<file path="src/rtl/tl_pkg.sv">
// Shared types and constants for the intersection sequencer.
package tl_pkg;
  typedef enum logic [2:0] {
    MAIN_GREEN  = 3'd0,
    MAIN_YELLOW = 3'd1,
    ALL_RED_A   = 3'd2,
    WALK        = 3'd3,
    SIDE_GREEN  = 3'd4,
    SIDE_YELLOW = 3'd5,
    ALL_RED_B   = 3'd6
  } tl_phase_t;

  localparam logic [2:0] RYG_RED = 3'b100;
  localparam logic [2:0] RYG_YEL = 3'b010;
  localparam logic [2:0] RYG_GRN = 3'b001;

  localparam int TMR_W = 8;
endpackage

</file>
<file path="src/rtl/tl_phase_timer.sv">
// Loadable seconds down-counter; expire pulses on the tick that takes rem from 1 to 0,
// after which rem rests at 0 and done stays high until the next load.
module tl_phase_timer
  import tl_pkg::*;
#(
  parameter logic [TMR_W-1:0] RST_VAL = '0
) (
  input  logic             clk,
  input  logic             rst,
  input  logic             tick,
  input  logic             load,
  input  logic [TMR_W-1:0] value,
  output logic             expire,
  output logic             done
);
  logic [TMR_W-1:0] rem_q, rem_d;

  always_comb begin
    rem_d = rem_q;
    if (load)
      rem_d = value;
    else if (tick && (rem_q != '0))
      rem_d = rem_q - 1'b1;
  end

  always_ff @(posedge clk) begin
    if (rst) rem_q <= RST_VAL;
    else     rem_q <= rem_d;
  end

  assign expire = tick && (rem_q == TMR_W'(1));
  assign done   = (rem_q == '0);
endmodule

</file>
<file path="src/rtl/tl_intersection_ctrl.sv">
// Two-road intersection sequencer with pedestrian walk phase, all outputs registered.
// Optional walk watchdog enabled by defining TL_WALK_TIMEOUT_EN.
module tl_intersection_ctrl
  import tl_pkg::*;
#(
  parameter int MAIN_GREEN_SECS   = 20,
  parameter int SIDE_GREEN_SECS   = 10,
  parameter int YELLOW_SECS       = 3,
  parameter int ALL_RED_SECS      = 1,
  parameter int WALK_TIMEOUT_SECS = 15
) (
  input  logic       clk,
  input  logic       rst,
  input  logic       tick_1hz,
  input  logic       ped_req,
  input  logic       side_sensor,
  input  logic       walk_done,
  output logic       walk_start,
  output logic [2:0] main_ryg,
  output logic [2:0] side_ryg,
  output logic       ped_wait_led,
  output logic       walk_fault,
  output logic [2:0] phase
);
  tl_phase_t        state_q, state_d;
  logic             ped_q, ped_d, side_q, side_d, ws_q, ws_d, fault_q, fault_d;
  logic [2:0]       main_q, main_d, sidel_q, sidel_d;
  logic             enter, t_exp, t_done, wd_exp;
  logic [TMR_W-1:0] t_val;

  function automatic logic [TMR_W-1:0] secs_for(tl_phase_t s);
    case (s)
      MAIN_GREEN:             return TMR_W'(MAIN_GREEN_SECS);
      MAIN_YELLOW,
      SIDE_YELLOW:            return TMR_W'(YELLOW_SECS);
      ALL_RED_A, ALL_RED_B:   return TMR_W'(ALL_RED_SECS);
      SIDE_GREEN:             return TMR_W'(SIDE_GREEN_SECS);
      default:                return '0;
    endcase
  endfunction

  tl_phase_timer #(.RST_VAL(TMR_W'(MAIN_GREEN_SECS))) u_phase_tmr (
    .clk(clk), .rst(rst), .tick(tick_1hz), .load(enter), .value(t_val),
    .expire(t_exp), .done(t_done)
  );

`ifdef TL_WALK_TIMEOUT_EN
  logic wd_raw, unused_wd_done;
  tl_phase_timer #(.RST_VAL('0)) u_walk_wd (
    .clk(clk), .rst(rst), .tick(tick_1hz), .load(ws_d),
    .value(TMR_W'(WALK_TIMEOUT_SECS)), .expire(wd_raw), .done(unused_wd_done)
  );
  // The watchdog keeps counting after WALK exits; only its expiry inside WALK matters.
  assign wd_exp = wd_raw && (state_q == WALK);
`else
  logic unused_wd;
  assign unused_wd = ^TMR_W'(WALK_TIMEOUT_SECS);
  assign wd_exp    = 1'b0;
`endif

  always_comb begin
    state_d = state_q;
    case (state_q)
      MAIN_GREEN:  if ((t_done || t_exp) && (ped_q || side_q)) state_d = MAIN_YELLOW;
      MAIN_YELLOW: if (t_exp) state_d = ALL_RED_A;
      ALL_RED_A:   if (t_exp) state_d = ped_q ? WALK : SIDE_GREEN;
      WALK:        if (walk_done || wd_exp) state_d = side_q ? SIDE_GREEN : MAIN_GREEN;
      SIDE_GREEN:  if (t_exp) state_d = SIDE_YELLOW;
      SIDE_YELLOW: if (t_exp) state_d = ALL_RED_B;
      ALL_RED_B:   if (t_exp) state_d = MAIN_GREEN;
      default:     state_d = MAIN_GREEN;
    endcase

    enter   = (state_d != state_q);
    t_val   = secs_for(state_d);
    ws_d    = enter && (state_d == WALK);
    // A request landing on the WALK entry edge survives the clear.
    ped_d   = ped_req || (ped_q && !ws_d);
    side_d  = (enter && (state_d == SIDE_GREEN)) ? 1'b0
            : (side_q || (side_sensor && (state_q != SIDE_GREEN)));
    fault_d = fault_q || ((state_q == WALK) && !walk_done && wd_exp);

    main_d  = RYG_RED;
    sidel_d = RYG_RED;
    case (state_d)
      MAIN_GREEN:  main_d  = RYG_GRN;
      MAIN_YELLOW: main_d  = RYG_YEL;
      SIDE_GREEN:  sidel_d = RYG_GRN;
      SIDE_YELLOW: sidel_d = RYG_YEL;
      default:     ;
    endcase
  end

  always_ff @(posedge clk) begin
    if (rst) begin
      state_q <= MAIN_GREEN;
      ped_q   <= 1'b0;
      side_q  <= 1'b0;
      ws_q    <= 1'b0;
      fault_q <= 1'b0;
      main_q  <= RYG_GRN;
      sidel_q <= RYG_RED;
    end else begin
      state_q <= state_d;
      ped_q   <= ped_d;
      side_q  <= side_d;
      ws_q    <= ws_d;
      fault_q <= fault_d;
      main_q  <= main_d;
      sidel_q <= sidel_d;
    end
  end

  assign walk_start   = ws_q;
  assign main_ryg     = main_q;
  assign side_ryg     = sidel_q;
  assign ped_wait_led = ped_q;
  assign walk_fault   = fault_q;
  assign phase        = state_q;
endmodule

</file>
<file path="config.mk">
export PLATFORM = sky130hd
export DESIGN_NAME = tl_intersection_ctrl
export DESIGN_NICKNAME = d
export VERILOG_FILES = /design/src/rtl/tl_pkg.sv /design/src/rtl/tl_phase_timer.sv /design/src/rtl/tl_intersection_ctrl.sv
export SDC_FILE = /design/constraint.sdc
export NUM_CORES = 1
export LEC_CHECK = 0
export ABC_AREA = 0
export CORE_MARGIN = 2
export CORE_UTILIZATION = 35
export DETAILED_ROUTE_END_ITERATION = 12
export PLACE_DENSITY = 0.53
export RECOVER_POWER = 25
export SLEW_MARGIN = 25
export SYNTH_ARGS = -nofsm -noshare
export SYNTH_HDL_FRONTEND = slang
export SYNTH_SLANG_ARGS = --single-unit
</file>
<file path="constraint.sdc">
create_clock -name clk -period 7.7 [get_ports clk]
set_clock_uncertainty 0.2 [all_clocks]
set_input_delay 0.77 -clock clk [delete_from_list [all_inputs] [get_ports clk]]
set_output_delay 0.77 -clock clk [all_outputs]
set_load 0.02 [all_outputs]
</file>
==> metrics.txt, run 1 <==
status=finished clean; first-pass GRT wire length=3930 µm; worst min-delay path class=flip-flop to flip-flop; Slew headroom=0.632; Routability Congestion=0.767; CTS Buf Count=3; area of the die=0.00360 mm²; Die H=60.0 µm; Critical Setup Path Class=input port to flip-flop; final worst path period share=0.419; post-CTS setup buffers=0; CTS sink cnt=20; wire per inst=12.4 µm; R2R Setup Slk=4880 ps; CTS tree=built; area grow syn2layout=21.8%; I/O Buffers=16; Starting Density=0.362; Synth cell types=45; Max H-tree Level=1; Core Area=0.00303 mm²; endpoints failing hold=0; layout cells sized above 1=0.0979; initial antenna violation count=0; EDFF count, synth=0; Post-DP HPWL=1780 µm; register bit count reported by yosys=20; Finished Core Util=0.441; Nets=155; hold path startpoint=u_phase_tmr.rem_q[5]$_SDFFE_PP0P_; clock buffer depth=2; DP Worst Slack=4140 ps; # rows=20; Initial DRT Pass Iterations=4; Hold WS=366 ps; Power Density=171 mW/mm²; R2R depth=11; Worst setup SP type=input port; unrepaired setup endpoints after global routing=no; Ports=18; area post-placement=0.00128 mm²; Ant. Diodes=0; Tmin final=3230 ps; Post-Synthesis Net Count=140; post-route cell area=0.00134 mm²; data arrival time of the worst path=3260 ps; overall routed net length=2310 µm; worst-case vdd ir drop=117 µV; Main synth FF type=dfxtp_1; initial drt markers=56; Max Slew Vio Count=0; max-cap violations=0; area leader, netlist=dfxtp_1; setup TNS=0 ps; fill count=303; most common library cells after synthesis=20 x dfxtp_1, 20 x nor2_1, 8 x inv_1; routed vias/inst=5.14; Worst Max-Slew Pin Slew=547 ps; Mapped Avg Cell Area=8.51 µm²; Critical Path RT=7730 ps; Hold Path Stages=2; Worst-path clk slew=110 ps; count of hold-fix buffers inserted at cts=0; synthesized cell area=0.00110 mm²; Residual DRC=0; Hold Path Sink=u_phase_tmr.rem_q[5]$_SDFFE_PP0P_; width of the die=60.0 µm; Synth area leaders=dfxtp_1 36%, nor2_1 6.8%, ha_1 5.7%, xnor2_1 3.2%, inv_1 2.7%; CP Capture Type=flip-flop; Yosys top cell area share=0.365; f_max=310 MHz; synth warn=0; Finish-stage setup viols=0; largest net degree at the start of global routing=16; R2R Path End=u_phase_tmr.rem_q[3]$_SDFFE_PP0P_; post-CTS resize count=0; gr usage total=0.147; Congestion Overflow GR=0; fin worst setup slack=4470 ps; Synth async-reset ratio=0; vias in the first global route=883; r2r startpoint=u_phase_tmr.rem_q[1]$_SDFFE_PP0P_; Synth Instances=129; sequential cell area fraction in the yosys report=0.365; critical-path maximum fanout=5; antenna-violating nets left=0; clock root buffer=clkbuf_4; Pleak=0.000529 µW; via count=961; worst-skew pair later-pin latency=300 ps
[per-layer routing]
metal  wire length, µm  track usage  vias to the layer above
li1                  -            -                      481
met1              1070        0.192                      445
met2              1080        0.222                       31
met3               122       0.0368                        4
met4                39       0.0730                        0
met5                 0            0                        -
[critical path, cell delays in order]
cell             delay, ps
clkdlybuf4s50_1        510
or4bb_1                570
nor2_1                 150
nor2_1                  80
a21o_1                 160
a21oi_1                230
ha_1                   240
inv_1                  100
o31a_1                 310
nor3_2                 130
[logic make-up after synthesis]
group / share of synthesized area
AOI/OAI and AO/OA: 0.202
DFF: 0.365
buffers and inverters: 0.0536
muxes: 0.0182
and+or+nand+nor: 0.245
xor gates and xnor gates: 0.0559
other: 0.00342
adders and majority gates: 0.0570
[worst max-delay path by stage]
stage	slack (ps)	startpoint	to	depth (start not counted)
finish	4470	tick_1hz	u_phase_tmr.rem_q[3]$_SDFFE_PP0P_	10
detailed placement	4140	tick_1hz	u_phase_tmr.rem_q[3]$_SDFFE_PP0P_	10
global route	4270	tick_1hz	u_phase_tmr.rem_q[3]$_SDFFE_PP0P_	10
floorplan	4840	tick_1hz	u_phase_tmr.rem_q[3]$_SDFFE_PP0P_	9
global placement	4210	tick_1hz	u_phase_tmr.rem_q[3]$_SDFFE_PP0P_	10
CTS	4470	tick_1hz	u_phase_tmr.rem_q[3]$_SDFFE_PP0P_	10
[power breakdown]
group	internal, µW	switching [µW]
sequential	108	4.99
clock	52.6	32.1
combinational	14.5	16.8
total	175	53.9
[metrics by stage]
stage | std cells | power [µW]
5_1_grt | 187 | 242
3_3_place_gp | 183 | 146
4_1_cts | 187 | 231
2_1_floorplan | 129 | 137
6_report | 187 | 229
3_5_place_dp | 183 | 146
[state kept, by name, indices dropped and copies added, names as in the netlist]
signal and count:
u_phase_tmr.rem_q 8, main_ryg 3, phase 3, side_ryg 3, ped_wait_led 1, side_q 1, walk_start 1
[cells in the final DEF, fill, tap and decap left out, drive strengths merged, types with 4 or more instances in the layout]
cell type / synthesis / routed
nor2: 21 / 21
dlygate4sd3: 0 / 7
dfxtp: 20 / 20
nand3: 5 / 5
a21oi: 5 / 5
ha: 5 / 5
xnor2: 4 / 4
inv: 8 / 8
nand2: 4 / 4
nor3: 6 / 6
clkdlybuf4s50: 0 / 9
[final cells by class]
type / count / area (µm²) / share of cell area
clock inverter: 1 / 30.0 / 0.0225
tap: 44 / 55.1 / 0.0412
timing repair buffer: 16 / 160 / 0.120
inverter: 8 / 30.0 / 0.0225
multi-input combinational: 95 / 638 / 0.478
clock buffer: 3 / 22.5 / 0.0169
sequential: 20 / 400 / 0.300
Note: power is estimated with default switching activity, not from simulation.
==> inputs of run 2 (changes only) <==
--- a/config.mk
+++ b/config.mk
@@ -9,7 +9,7 @@
 export CORE_MARGIN = 2
 export CORE_UTILIZATION = 35
 export DETAILED_ROUTE_END_ITERATION = 12
-export PLACE_DENSITY = 0.53
+export PLACE_DENSITY = 0.55
 export RECOVER_POWER = 25
 export SLEW_MARGIN = 25
 export SYNTH_ARGS = -nofsm -noshare
==> constraint.sdc (replaced) <==
create_clock -name clk -period 2.8 [get_ports clk]
set_clock_uncertainty 0.2 [all_clocks]
set_input_delay 0.28 -clock clk [delete_from_list [all_inputs] [get_ports clk]]
set_output_delay 0.28 -clock clk [all_outputs]
set_load 0.02 [all_outputs]
==> run 2 against run 1 <==
Compared with the run above:
- clock power rose by 99%
- count of clock-buffer cells in the layout up 1
- critical path depth down 1
- register-to-register slack got worse by 4700 ps
- cell count grew 7.0%
- largest cell class unchanged
==> metrics.txt, run 2 (same netlist as run 1, synthesis figures left out) <==
CTS sink cnt=20; Worst-path clk slew=120 ps; Power Density=401 mW/mm²; switching share of power=0.267; Pleak=0.000592 µW; via count=996; first-pass GRT wire length=4490 µm; Reg with most FFs=u_phase_tmr.rem_q; Starting Density=0.362; Routability Congestion=0.860; Slew headroom=0.643; Residual DRC=0; Ant. Diodes=0; Seq pwr share=0.533; gr usage total=0.165; max-cap violations=0; commonest cells after routing, fill and taps aside=20 x dfxtp_1, 19 x nor2_1, 13 x buf_4; Max Slew Vio Count=0; CP Capture Type=flip-flop; Ports=18; width of the die=60.0 µm; Finished Core Util=0.477; Worst setup SP type=flip-flop; max FFs per register=8; critical-path maximum fanout=9; antenna-violating nets left=0; f_max=382 MHz; Logic pwr share=0.177; Congestion Overflow GR=0; CTS tree=built; wire per inst=13.5 µm; final worst path period share=0.935; Core Area=0.00303 mm²; area of the die=0.00360 mm²; Die H=60.0 µm; Tmin final=2620 ps; data arrival time of the worst path=2650 ps; CTS Buf Count=3; vias in the first global route=1017; Critical Setup Path Class=flip-flop to flip-flop; unrepaired setup endpoints after global routing=no; internal power=424 µW; I/O Buffers=16; worst-skew pair later-pin latency=300 ps; Post-DP HPWL=2060 µm; commonest non-fill, non-tap cell in the layout=dfxtp_1; Critical Path RT=2830 ps; # rows=20; Finish-stage setup viols=0; DP Worst Slack=-272 ps; clock buffer depth=2; overall routed net length=2700 µm; Max H-tree Level=1; initial antenna violation count=0; clock power share=0.290; area grow syn2layout=31.7%; Nets=168; routed vias/inst=4.98; layout cells sized above 1=0.205; initial drt markers=50; largest net degree at the start of global routing=16; Initial DRT Pass Iterations=4; Net Sw Power=154 µW; status=finished clean; worst min-delay path class=flip-flop to flip-flop; Worst Max-Slew Pin Slew=535 ps; endpoints failing hold=0; worst-case vdd ir drop=263 µV; post-CTS setup buffers=0; fin worst setup slack=182 ps; clock root buffer=clkbuf_4
==> run 2: cell count changes in the layout (fill, tap and decap cells not counted), sizes merged <==
| cell | before | now |
|---|---|---|
| bufinv | 1 | 0 |
| buf | 0 | 13 |
| clkbuf | 3 | 4 |
==> run 2: layout make-up <==
cell class	count	area (µm²)
repair buffers	29	258
inverters	8	30.0
clock buffers	4	36.3
fillers	321	1580
multi-input cells	95	666
flip-flops and latches	20	400
well taps	44	55.1
==> run 2: final timing paths <==
kind	start	end	slack (ps)	cells past startpoint
setup / recovery	u_phase_tmr.rem_q[3]$_SDFFE_PP0P_	u_phase_tmr.rem_q[3]$_SDFFE_PP0P_	180	9
hold / removal	u_phase_tmr.rem_q[5]$_SDFFE_PP0P_	u_phase_tmr.rem_q[5]$_SDFFE_PP0P_	360	2
setup reg to reg	u_phase_tmr.rem_q[3]$_SDFFE_PP0P_	u_phase_tmr.rem_q[3]$_SDFFE_PP0P_	180	9
hold reg to reg	u_phase_tmr.rem_q[5]$_SDFFE_PP0P_	u_phase_tmr.rem_q[5]$_SDFFE_PP0P_	360	2
==> run 2: critical path, stage by stage (launching register included) <==
cell	delay, ps
dfxtp_1	380
or4_4	610
nor2_2	160
nor2_1	80
a21o_1	180
a21oi_4	180
inv_1	60
ha_1	250
o31a_1	300
nor3_2	140
==> run 2: power by group through the flow <==
stage / clock network (µW) / logic, µW / registers (µW)
detailed placement: 0 / 100 / 314
global placement: 0 / 97.6 / 314
global route: 184 / 114 / 310
floorplan: 0 / 63.1 / 314
finish: 168 / 102 / 309
CTS: 173 / 101 / 308
==> run 2: per-layer routing <==
layer  global-route usage  share of wire  vias up
li1                     -              -      512
met1                0.212           0.46      470
met2                0.264           0.51       12
met3               0.0325          0.023        2
met4               0.0762         0.0074        0
met5                    0              0        -
==> run 2: stage by stage <==
stage,std cells,hold WS [ps],area [µm²],TNS (ps),power (µW)
3_5_place_dp,196,328,1380,-1530,415
3_3_place_gp,196,324,1380,-803,412
4_1_cts,200,364,1420,0,582
5_1_grt,200,405,1450,0,608
2_1_floorplan,129,168,1100,0,377
6_report,200,364,1450,0,579
==> run 2: what timing repair did <==
action,in CTS,in global routing
gates resized for setup,1,6
hold buffers,0,0
endpoints found under the setup margin,3,7
